==> config.mk <==
export PLATFORM = sky130hd
export DESIGN_NAME = spi_master_burst_flat
export DESIGN_NICKNAME = d
export VERILOG_FILES = /design/src/rtl/spi_pkg.sv /design/src/rtl/spi_master_burst_if.sv /design/src/rtl/spi_clkgen.sv /design/src/rtl/spi_master_burst.sv /design/src/flat_wrapper.sv
export SDC_FILE = /design/constraint.sdc
export NUM_CORES = 1
export LEC_CHECK = 0
export ABC_AREA = 1
export BUFFER_PORTS_ARGS = -buffer_cell sky130_fd_sc_hd__buf_2
export CAP_MARGIN = 20
export CORE_MARGIN = 5
export CORE_UTILIZATION = 60
export CTS_BUF_LIST = sky130_fd_sc_hd__clkbuf_4
export DETAILED_ROUTE_END_ITERATION = 8
export PLACE_DENSITY = 0.83
export SYNTH_ARGS = -nofsm -noshare
export SYNTH_HDL_FRONTEND = slang
export SYNTH_HIERARCHICAL = 1
export SYNTH_SLANG_ARGS = --single-unit
export TNS_END_PERCENT = 20
==> constraint.sdc <==
create_clock -name clk -period 3 [get_ports clk]
set_clock_uncertainty 0.05 [all_clocks]
set_input_delay 0 -clock clk [delete_from_list [all_inputs] [get_ports clk]]
set_output_delay 0 -clock clk [all_outputs]
set_load 0.01 [all_outputs]
==> src/rtl/spi_pkg.sv <==
// spi_pkg: shared FSM states, mode bit positions and default sizes for spi_master_burst
package spi_pkg;

    typedef enum logic [2:0] {
        IDLE,
        SETUP,
        LOAD,
        SHIFT,
        HOLD
    } state_t;

    localparam int CPOL_BIT = 1;
    localparam int CPHA_BIT = 0;

    localparam int DEF_WORD_W  = 16;
    localparam int DEF_N_CS    = 8;
    localparam int DEF_DIV_W   = 8;
    localparam int DEF_BURST_W = 4;

    function automatic int cs_width(input int n);
        return n > 1 ? $clog2(n) : 1;
    endfunction

endpackage

==> src/rtl/spi_master_burst_if.sv <==
// spi_master_burst_if: control, per-word handshake and SPI pin bundle for spi_master_burst
interface spi_master_burst_if import spi_pkg::*; #(
    parameter int WORD_W  = DEF_WORD_W,
    parameter int N_CS    = DEF_N_CS,
    parameter int DIV_W   = DEF_DIV_W,
    parameter int BURST_W = DEF_BURST_W
);
    localparam int CS_W = cs_width(N_CS);

    logic               start;
    logic [CS_W-1:0]    cs_sel;
    logic [1:0]         mode;
    logic [DIV_W-1:0]   clk_div;
    logic [BURST_W-1:0] burst_len;
    logic [WORD_W-1:0]  tx_word;
    logic               tx_valid;
    logic               tx_ready;
    logic [WORD_W-1:0]  rx_word;
    logic               rx_valid;
    logic               busy;
    logic               done;
    logic               sclk;
    logic               mosi;
    logic               miso;
    logic [N_CS-1:0]    cs_n;

    modport master (
        input  start, cs_sel, mode, clk_div, burst_len, tx_word, tx_valid, miso,
        output tx_ready, rx_word, rx_valid, busy, done, sclk, mosi, cs_n
    );

    modport slave (
        output start, cs_sel, mode, clk_div, burst_len, tx_word, tx_valid, miso,
        input  tx_ready, rx_word, rx_valid, busy, done, sclk, mosi, cs_n
    );

endinterface

==> src/rtl/spi_clkgen.sv <==
// spi_clkgen: half-period timer producing leading/trailing SCLK edge strobes while enabled
module spi_clkgen import spi_pkg::*; #(
    parameter int DIV_W = DEF_DIV_W
) (
    input  logic             clk,
    input  logic             rst,
    input  logic             en,
    input  logic [DIV_W-1:0] div,
    output logic             half,
    output logic             lead,
    output logic             trail
);
    logic [DIV_W-1:0] cnt;
    logic             ph;

    assign half  = en && (cnt == div - DIV_W'(1));
    assign lead  = half && !ph;
    assign trail = half && ph;

    // count clk cycles within a half-period; ph tells leading from trailing half
    always_ff @(posedge clk or posedge rst) begin
        if (rst) begin
            cnt <= '0;
            ph  <= 1'b0;
        end else if (!en) begin
            cnt <= '0;
            ph  <= 1'b0;
        end else begin
            cnt <= half ? '0 : cnt + DIV_W'(1);
            ph  <= half ? ~ph : ph;
        end
    end

endmodule

==> src/rtl/spi_master_burst.sv <==
// spi_master_burst: burst SPI master, 4 modes, runtime divider; SPI_MASTER_BURST_LOOPBACK_EN samples mosi instead of miso
module spi_master_burst import spi_pkg::*; #(
    parameter int WORD_W  = DEF_WORD_W,
    parameter int N_CS    = DEF_N_CS,
    parameter int DIV_W   = DEF_DIV_W,
    parameter int BURST_W = DEF_BURST_W
) (
    input  logic             clk,
    input  logic             rst,
    spi_master_burst_if.master bus
);
    localparam int BC_W = $clog2(WORD_W);

    state_t             state;
    logic [1:0]         mode_q;
    logic [DIV_W-1:0]   div_q;
    logic [BURST_W-1:0] len_q;
    logic [BURST_W-1:0] word_cnt;
    logic [BC_W-1:0]    bit_cnt;
    logic [WORD_W-1:0]  tx_sh;
    logic [WORD_W-1:0]  rx_sh;
    logic [WORD_W-1:0]  rx_word_q;
    logic [N_CS-1:0]    cs_n_q;
    logic               tx_ready_q;
    logic               rx_valid_q;
    logic               busy_q;
    logic               done_q;
    logic               sclk_q;
    logic               mosi_q;
    logic               half;
    logic               lead;
    logic               trail;
    logic               miso_s;
    logic               cpol;
    logic               cpha;
    logic               last_bit;
    logic               last_word;
    logic               go;
    logic [WORD_W-1:0]  rx_next;

    assign cpol      = mode_q[CPOL_BIT];
    assign cpha      = mode_q[CPHA_BIT];
    assign last_bit  = bit_cnt == BC_W'(WORD_W - 1);
    assign last_word = word_cnt == len_q;
    assign go        = bus.start && (int'(bus.cs_sel) < N_CS);
    assign rx_next   = {rx_sh[WORD_W-2:0], miso_s};

`ifdef SPI_MASTER_BURST_LOOPBACK_EN
    assign miso_s = mosi_q;
`else
    assign miso_s = bus.miso;
`endif

    spi_clkgen #(.DIV_W(DIV_W)) u_clkgen (
        .clk   (clk),
        .rst   (rst),
        .en    (state == SETUP || state == SHIFT || state == HOLD),
        .div   (div_q),
        .half  (half),
        .lead  (lead),
        .trail (trail)
    );

    assign bus.tx_ready = tx_ready_q;
    assign bus.rx_word  = rx_word_q;
    assign bus.rx_valid = rx_valid_q;
    assign bus.busy     = busy_q;
    assign bus.done     = done_q;
    assign bus.sclk     = sclk_q;
    assign bus.mosi     = mosi_q;
    assign bus.cs_n     = cs_n_q;

    // transfer sequencer: chip select, word handshake, bit shifting and registered outputs
    always_ff @(posedge clk or posedge rst) begin
        if (rst) begin
            state      <= IDLE;
            mode_q     <= '0;
            div_q      <= DIV_W'(1);
            len_q      <= '0;
            word_cnt   <= '0;
            bit_cnt    <= '0;
            tx_sh      <= '0;
            rx_sh      <= '0;
            rx_word_q  <= '0;
            cs_n_q     <= '1;
            tx_ready_q <= 1'b0;
            rx_valid_q <= 1'b0;
            busy_q     <= 1'b0;
            done_q     <= 1'b0;
            sclk_q     <= 1'b0;
            mosi_q     <= 1'b0;
        end else begin
            done_q     <= 1'b0;
            rx_valid_q <= 1'b0;
            case (state)
                IDLE: if (go) begin
                    mode_q   <= bus.mode;
                    div_q    <= (bus.clk_div == '0) ? DIV_W'(1) : bus.clk_div;
                    len_q    <= bus.burst_len;
                    word_cnt <= '0;
                    cs_n_q   <= ~(N_CS'(1) << bus.cs_sel);
                    busy_q   <= 1'b1;
                    sclk_q   <= bus.mode[CPOL_BIT];
                    state    <= SETUP;
                end
                SETUP: if (half) begin
                    tx_ready_q <= 1'b1;
                    state      <= LOAD;
                end
                LOAD: if (bus.tx_valid) begin
                    tx_ready_q <= 1'b0;
                    tx_sh      <= bus.tx_word;
                    bit_cnt    <= '0;
                    mosi_q     <= cpha ? mosi_q : bus.tx_word[WORD_W-1];
                    state      <= SHIFT;
                end
                SHIFT: begin
                    if (lead) begin
                        sclk_q <= ~cpol;
                        mosi_q <= cpha ? tx_sh[WORD_W-1] : mosi_q;
                        tx_sh  <= cpha ? tx_sh << 1 : tx_sh;
                        rx_sh  <= cpha ? rx_sh : rx_next;
                    end
                    if (trail) begin
                        sclk_q  <= cpol;
                        bit_cnt <= bit_cnt + BC_W'(1);
                        rx_sh   <= cpha ? rx_next : rx_sh;
                        mosi_q  <= (cpha || last_bit) ? mosi_q : tx_sh[WORD_W-2];
                        tx_sh   <= (cpha || last_bit) ? tx_sh : tx_sh << 1;
                        if (last_bit) begin
                            rx_valid_q <= 1'b1;
                            rx_word_q  <= cpha ? rx_next : rx_sh;
                            tx_ready_q <= !last_word;
                            word_cnt   <= last_word ? word_cnt : word_cnt + BURST_W'(1);
                            state      <= last_word ? HOLD : LOAD;
                        end
                    end
                end
                HOLD: if (half) begin
                    cs_n_q <= '1;
                    busy_q <= 1'b0;
                    done_q <= 1'b1;
                    state  <= IDLE;
                end
                default: state <= IDLE;
            endcase
        end
    end

endmodule
==> src/flat_wrapper.sv <==
// flat-port wrapper written by rule: the top's interface ports become plain ports
module spi_master_burst_flat import spi_pkg::*;
#(
    parameter int WORD_W  = DEF_WORD_W,
    parameter int N_CS    = DEF_N_CS,
    parameter int DIV_W   = DEF_DIV_W,
    parameter int BURST_W = DEF_BURST_W
)
  (clk, rst, bus_start, bus_cs_sel, bus_mode, bus_clk_div, bus_burst_len, bus_tx_word, bus_tx_valid, bus_miso, bus_tx_ready, bus_rx_word, bus_rx_valid, bus_busy, bus_done, bus_sclk, bus_mosi, bus_cs_n);
  spi_master_burst_if #(.WORD_W(WORD_W), .N_CS(N_CS), .DIV_W(DIV_W), .BURST_W(BURST_W)) bus_i ();
  input  logic clk;
  input  logic rst;
  input wire logic [$bits(bus_i.start)-1:0] bus_start;
  input wire logic [$bits(bus_i.cs_sel)-1:0] bus_cs_sel;
  input wire logic [$bits(bus_i.mode)-1:0] bus_mode;
  input wire logic [$bits(bus_i.clk_div)-1:0] bus_clk_div;
  input wire logic [$bits(bus_i.burst_len)-1:0] bus_burst_len;
  input wire logic [$bits(bus_i.tx_word)-1:0] bus_tx_word;
  input wire logic [$bits(bus_i.tx_valid)-1:0] bus_tx_valid;
  input wire logic [$bits(bus_i.miso)-1:0] bus_miso;
  output wire logic [$bits(bus_i.tx_ready)-1:0] bus_tx_ready;
  output wire logic [$bits(bus_i.rx_word)-1:0] bus_rx_word;
  output wire logic [$bits(bus_i.rx_valid)-1:0] bus_rx_valid;
  output wire logic [$bits(bus_i.busy)-1:0] bus_busy;
  output wire logic [$bits(bus_i.done)-1:0] bus_done;
  output wire logic [$bits(bus_i.sclk)-1:0] bus_sclk;
  output wire logic [$bits(bus_i.mosi)-1:0] bus_mosi;
  output wire logic [$bits(bus_i.cs_n)-1:0] bus_cs_n;
  assign bus_i.start = bus_start;
  assign bus_i.cs_sel = bus_cs_sel;
  assign bus_i.mode = bus_mode;
  assign bus_i.clk_div = bus_clk_div;
  assign bus_i.burst_len = bus_burst_len;
  assign bus_i.tx_word = bus_tx_word;
  assign bus_i.tx_valid = bus_tx_valid;
  assign bus_i.miso = bus_miso;
  assign bus_tx_ready = bus_i.tx_ready;
  assign bus_rx_word = bus_i.rx_word;
  assign bus_rx_valid = bus_i.rx_valid;
  assign bus_busy = bus_i.busy;
  assign bus_done = bus_i.done;
  assign bus_sclk = bus_i.sclk;
  assign bus_mosi = bus_i.mosi;
  assign bus_cs_n = bus_i.cs_n;
  spi_master_burst #(.WORD_W(WORD_W), .N_CS(N_CS), .DIV_W(DIV_W), .BURST_W(BURST_W)) u_core (.clk(clk), .rst(rst), .bus(bus_i));
endmodule
==> run_results.csv <==
group,metric,value,unit
power,p_comb_frac,0.052,
logic_synthesis,syn_avg_cell_area,7.761,µm²
sta,min_period,2.740,ns
power,power_switching,510.3,µW
clock_tree,clk_latency,0.45,ns
critical_path,required,3.33,ns
floorplan,ios,68,
power,power.density,355.5,nW/µm²
worst_hold_path,hp-class,"primary input to asynchronous set/reset pin",
logic_synthesis,synth_warnings,6,
sta,fmax,364.9,MHz
logic_synthesis,yosysSeqAreaShare,0.4741,
critical_path,r2r-start,"u_core/div_q[0]$_DFFE_PP1P_",
floorplan,die_area,10430,µm²
placement,dpl.hpwl,7.842,mm
routing,dr.pass1.iters,5,
global_routing,grt_remaining_overflow,0,
floorplan,die_w,102.1,µm
outcome,outcome,"complete, no violations",
flow_run,maxCapViolations,0,
power,p_leak,0.003314,µW
routing,wirelength,12.32,mm
logic_synthesis,syn_area,5091,µm²
critical_path,crit_path_end_kind,"flop",
power,p_seq_frac,0.587,
global_routing,antenna_found_initial,0,
sta,hold_viol,0,
critical_path,path_class,"flop to flop",
clock_tree,clockRootBuffer,"clkbuf_4",
critical_path,crit_fanout,17,
sta,tightestPinTransition,0.6723,ns
floorplan,die_y,102.1,µm
floorplan,num_rows,33,
sta,fin_setup_tns,0,ns
routing,route.vias.total,4708,
critical_path,critical_path_arrival,3.07,ns
global_routing,grt_pass1_wl,20.91,mm
clock_tree,cts_tree,"built",
power,switching_share,0.2313,
cells_and_area,post-route-util,0.7517,
logic_synthesis,synth_edf_count,0,
clock_tree,numCtsBuffers,9,
logic_synthesis,ys_async_sr_fraction,1.000,
critical_path,reg2regPathDepth,14,
logic_synthesis,synth_nets,698,
routing,route.detailed.drc,0,
cells_and_area,fillCellCount,605,
critical_path,r2r-end,"u_core/bus.rx_word[13]$_DFFE_PP0P_",
logic_synthesis,ys_ff_latch,96,
floorplan,core,8258,µm²
routing,drt_iter0_drc,386,
global_routing,grt_pass1_vias,4576,
power,vdd_drop_max,198.0,µV
global_routing,grt_use_total,0.2512,
critical_path,regToRegSetupSlack,0.26,ns
power,intPower,1696,µW
placement,io_buffers,67,
clock_tree,cts.path.max_buffers,2,
cells_and_area,final_area,6207,µm²
cells_and_area,fin_nets,815,
clock_tree,clk_pin_slew_worst_paths,0.15,ns
critical_path,critPathLaunch,"u_core/div_q[0]$_DFFE_PP1P_",
logic_synthesis,synth_cells,656,
sta,rsz0062_at_grt,"false",
sta,slew_headroom,0.5513,
power,power.total,2207,µW
global_routing,grt_max_degree,60,
sta,slew_viol_final,0,
sta,fin_crit_sh,0.9134,
logic_synthesis,synth_ff_type,"dfrtp_1",
routing,wl_per_cell,13.96,µm
sta,setup_viol,0,
power,power.share.clock,0.361,
cells_and_area,drive_above_1_share,0.1967,
floorplan,start_util,0.6165,
logic_synthesis,synth_cell_type_count,41,
cells_and_area,antenna_cells,0,
placement,gp_congestion,0.8687,
routing,via_per_inst,5.332,
routing,drtAntennaViolNets,0,
cells_and_area,area_growth,21.92,%
placement,post_dp_cell_area,5498,µm²
critical_path,worstSetupStartpointType,"flop",
clock_tree,h-tree-depth,3,
clock_tree,clock_sinks,96,
[routing by layer]
metal / track usage / routed length, µm / vias up
li1: - / - / 2307
met1: 0.3356 / 5259 / 2210
met2: 0.4128 / 5938 / 164
met3: 0.03823 / 875 / 27
met4: 0.1009 / 250 / 0
met5: 0 / 0 / -
[worst max-delay path by stage]
| stage | end | slack, ns | cells past startpoint |
|---|---|---|---|
| 3_5_place_dp | u_core/bus.rx_word[14]$_DFFE_PP0P_ | 0.10 | 16 |
| 4_1_cts | u_core/bus.rx_word[13]$_DFFE_PP0P_ | 0.07 | 16 |
| 6_report | u_core/bus.rx_word[13]$_DFFE_PP0P_ | 0.26 | 14 |
| 3_3_place_gp | u_core/rx_sh[2]$_DFFE_PP0P_ | 0.24 | 17 |
| 5_1_grt | u_core/word_cnt[1]$_DFFE_PP0P_ | 0.02 | 20 |
| 2_1_floorplan | u_core/rx_sh[0]$_DFFE_PP0P_ | 0.35 | 18 |
[timing repair]
item                       CTS  global route
setup endpoints to repair    0            56
gates resized for setup      0             4
hold buffers                47             0
buffers inserted             0             4
hold endpoints to repair   138             0
[synthesized netlist by cell type, types with 5 or more instances]
| cell | n | area share |
|---|---|---|
| nand2_1 | 248 | 0.18 |
| dfrtp_1 | 87 | 0.43 |
| nor2_1 | 55 | 0.041 |
| inv_1 | 50 | 0.037 |
| nand3_1 | 37 | 0.036 |
| o21ai_0 | 34 | 0.033 |
| a31oi_1 | 16 | 0.020 |
| nor2_2 | 12 | 0.015 |
| buf_2 | 11 | 0.011 |
| a21oi_1 | 10 | 0.0098 |
| dfstp_2 | 9 | 0.046 |
| nor3_1 | 9 | 0.0088 |
| nand2_2 | 8 | 0.0098 |
| nand4_1 | 7 | 0.0086 |
| xnor2_1 | 6 | 0.010 |
| buf_6 | 5 | 0.011 |
[metrics by stage]
| step | cells | setup WS (ns) | hold slack (ns) |
|---|---|---|---|
| 2_1_floorplan | 656 | 0.3455 | -0.2221 |
| 3_3_place_gp | 815 | 0.2378 | -0.06294 |
| 3_5_place_dp | 815 | 0.1028 | -0.04875 |
| 4_1_cts | 878 | 0.06502 | 0.06702 |
| 5_1_grt | 883 | 0.02145 | 0.1121 |
| 6_report | 883 | 0.2598 | 0.06042 |
[layout by cell type (no fill, tap or decap), types with 6 or more instances in the layout]
cell / count
dlygate4sd3_1: 47
a31oi_1: 16
nand3_1: 37
buf_2: 67
o21ai_0: 34
nor3_1: 9
xnor2_1: 6
buf_4: 12
nor2_2: 12
inv_1: 49
dfstp_2: 9
nand2_1: 247
nand4_1: 7
nor2_1: 55
nand2_2: 9
dfrtp_1: 87
a21oi_1: 10
clkbuf_4: 9
[power groups by stage]
| stage | clock (µW) | combinational, µW | sequential (µW) |
|---|---|---|---|
| floorplan | 0 | 36.0 | 1320 |
| global placement | 0 | 75.0 | 1320 |
| detailed placement | 0 | 76.8 | 1320 |
| CTS | 810 | 116 | 1300 |
| global route | 865 | 130 | 1300 |
| finish | 796 | 115 | 1300 |
[registers in the layout, indices dropped and copies added, names as in the netlist]
register / cells
u_core/tx_sh: 16
u_core/bus.sclk: 1
u_core/div_q: 8
u_core/bus.cs_n: 8
u_core/bus.mosi: 1
u_core/bit_cnt: 4
u_core/mode_q: 2
u_core/rx_sh: 16
u_core/u_clkgen/ph: 1
u_core/bus.busy: 1
u_core/state: 3
u_core/bus.done: 1
u_core/bus.tx_ready: 1
u_core/bus.rx_valid: 1
u_core/word_cnt: 4
u_core/len_q: 4
u_core/bus.rx_word: 16
u_core/u_clkgen/cnt: 8
[worst max-delay path, stage by stage (launching register included)]
cell	delay, ns
dfstp_2	0.60
inv_2	0.07
ha_2	0.29
xnor2_1	0.14
nor2_2	0.13
nand2_4	0.08
nor2_8	0.13
nand3_2	0.08
nor2_1	0.11
buf_4	0.17
nand4_1	0.12
buf_4	0.20
nor2_8	0.26
nor2_1	0.08
a31oi_1	0.17
[cells by family after synthesis]
| kind of cell | count (synthesis) | share of synthesized area |
|---|---|---|
| and+or+nand+nor | 397 | 0.3492 |
| DFF | 96 | 0.4741 |
| buffers and inverters | 79 | 0.07102 |
| AOI/OAI and AO/OA | 70 | 0.07865 |
| xor gates and xnor gates | 10 | 0.01720 |
| adders and majority gates | 4 | 0.009831 |
[final cells by class]
class | instances | area [µm²] | area share
clock buffer | 9 | 67.56 | 0.01088
clock inverter | 7 | 95.09 | 0.01532
inverter | 56 | 214.0 | 0.03447
multi-input combinational | 482 | 2350 | 0.3786
sequential | 96 | 2414 | 0.3888
tap | 105 | 131.4 | 0.02117
timing repair buffer | 128 | 935.9 | 0.1508
No activity file was read; power rests on OpenSTA's default activity.
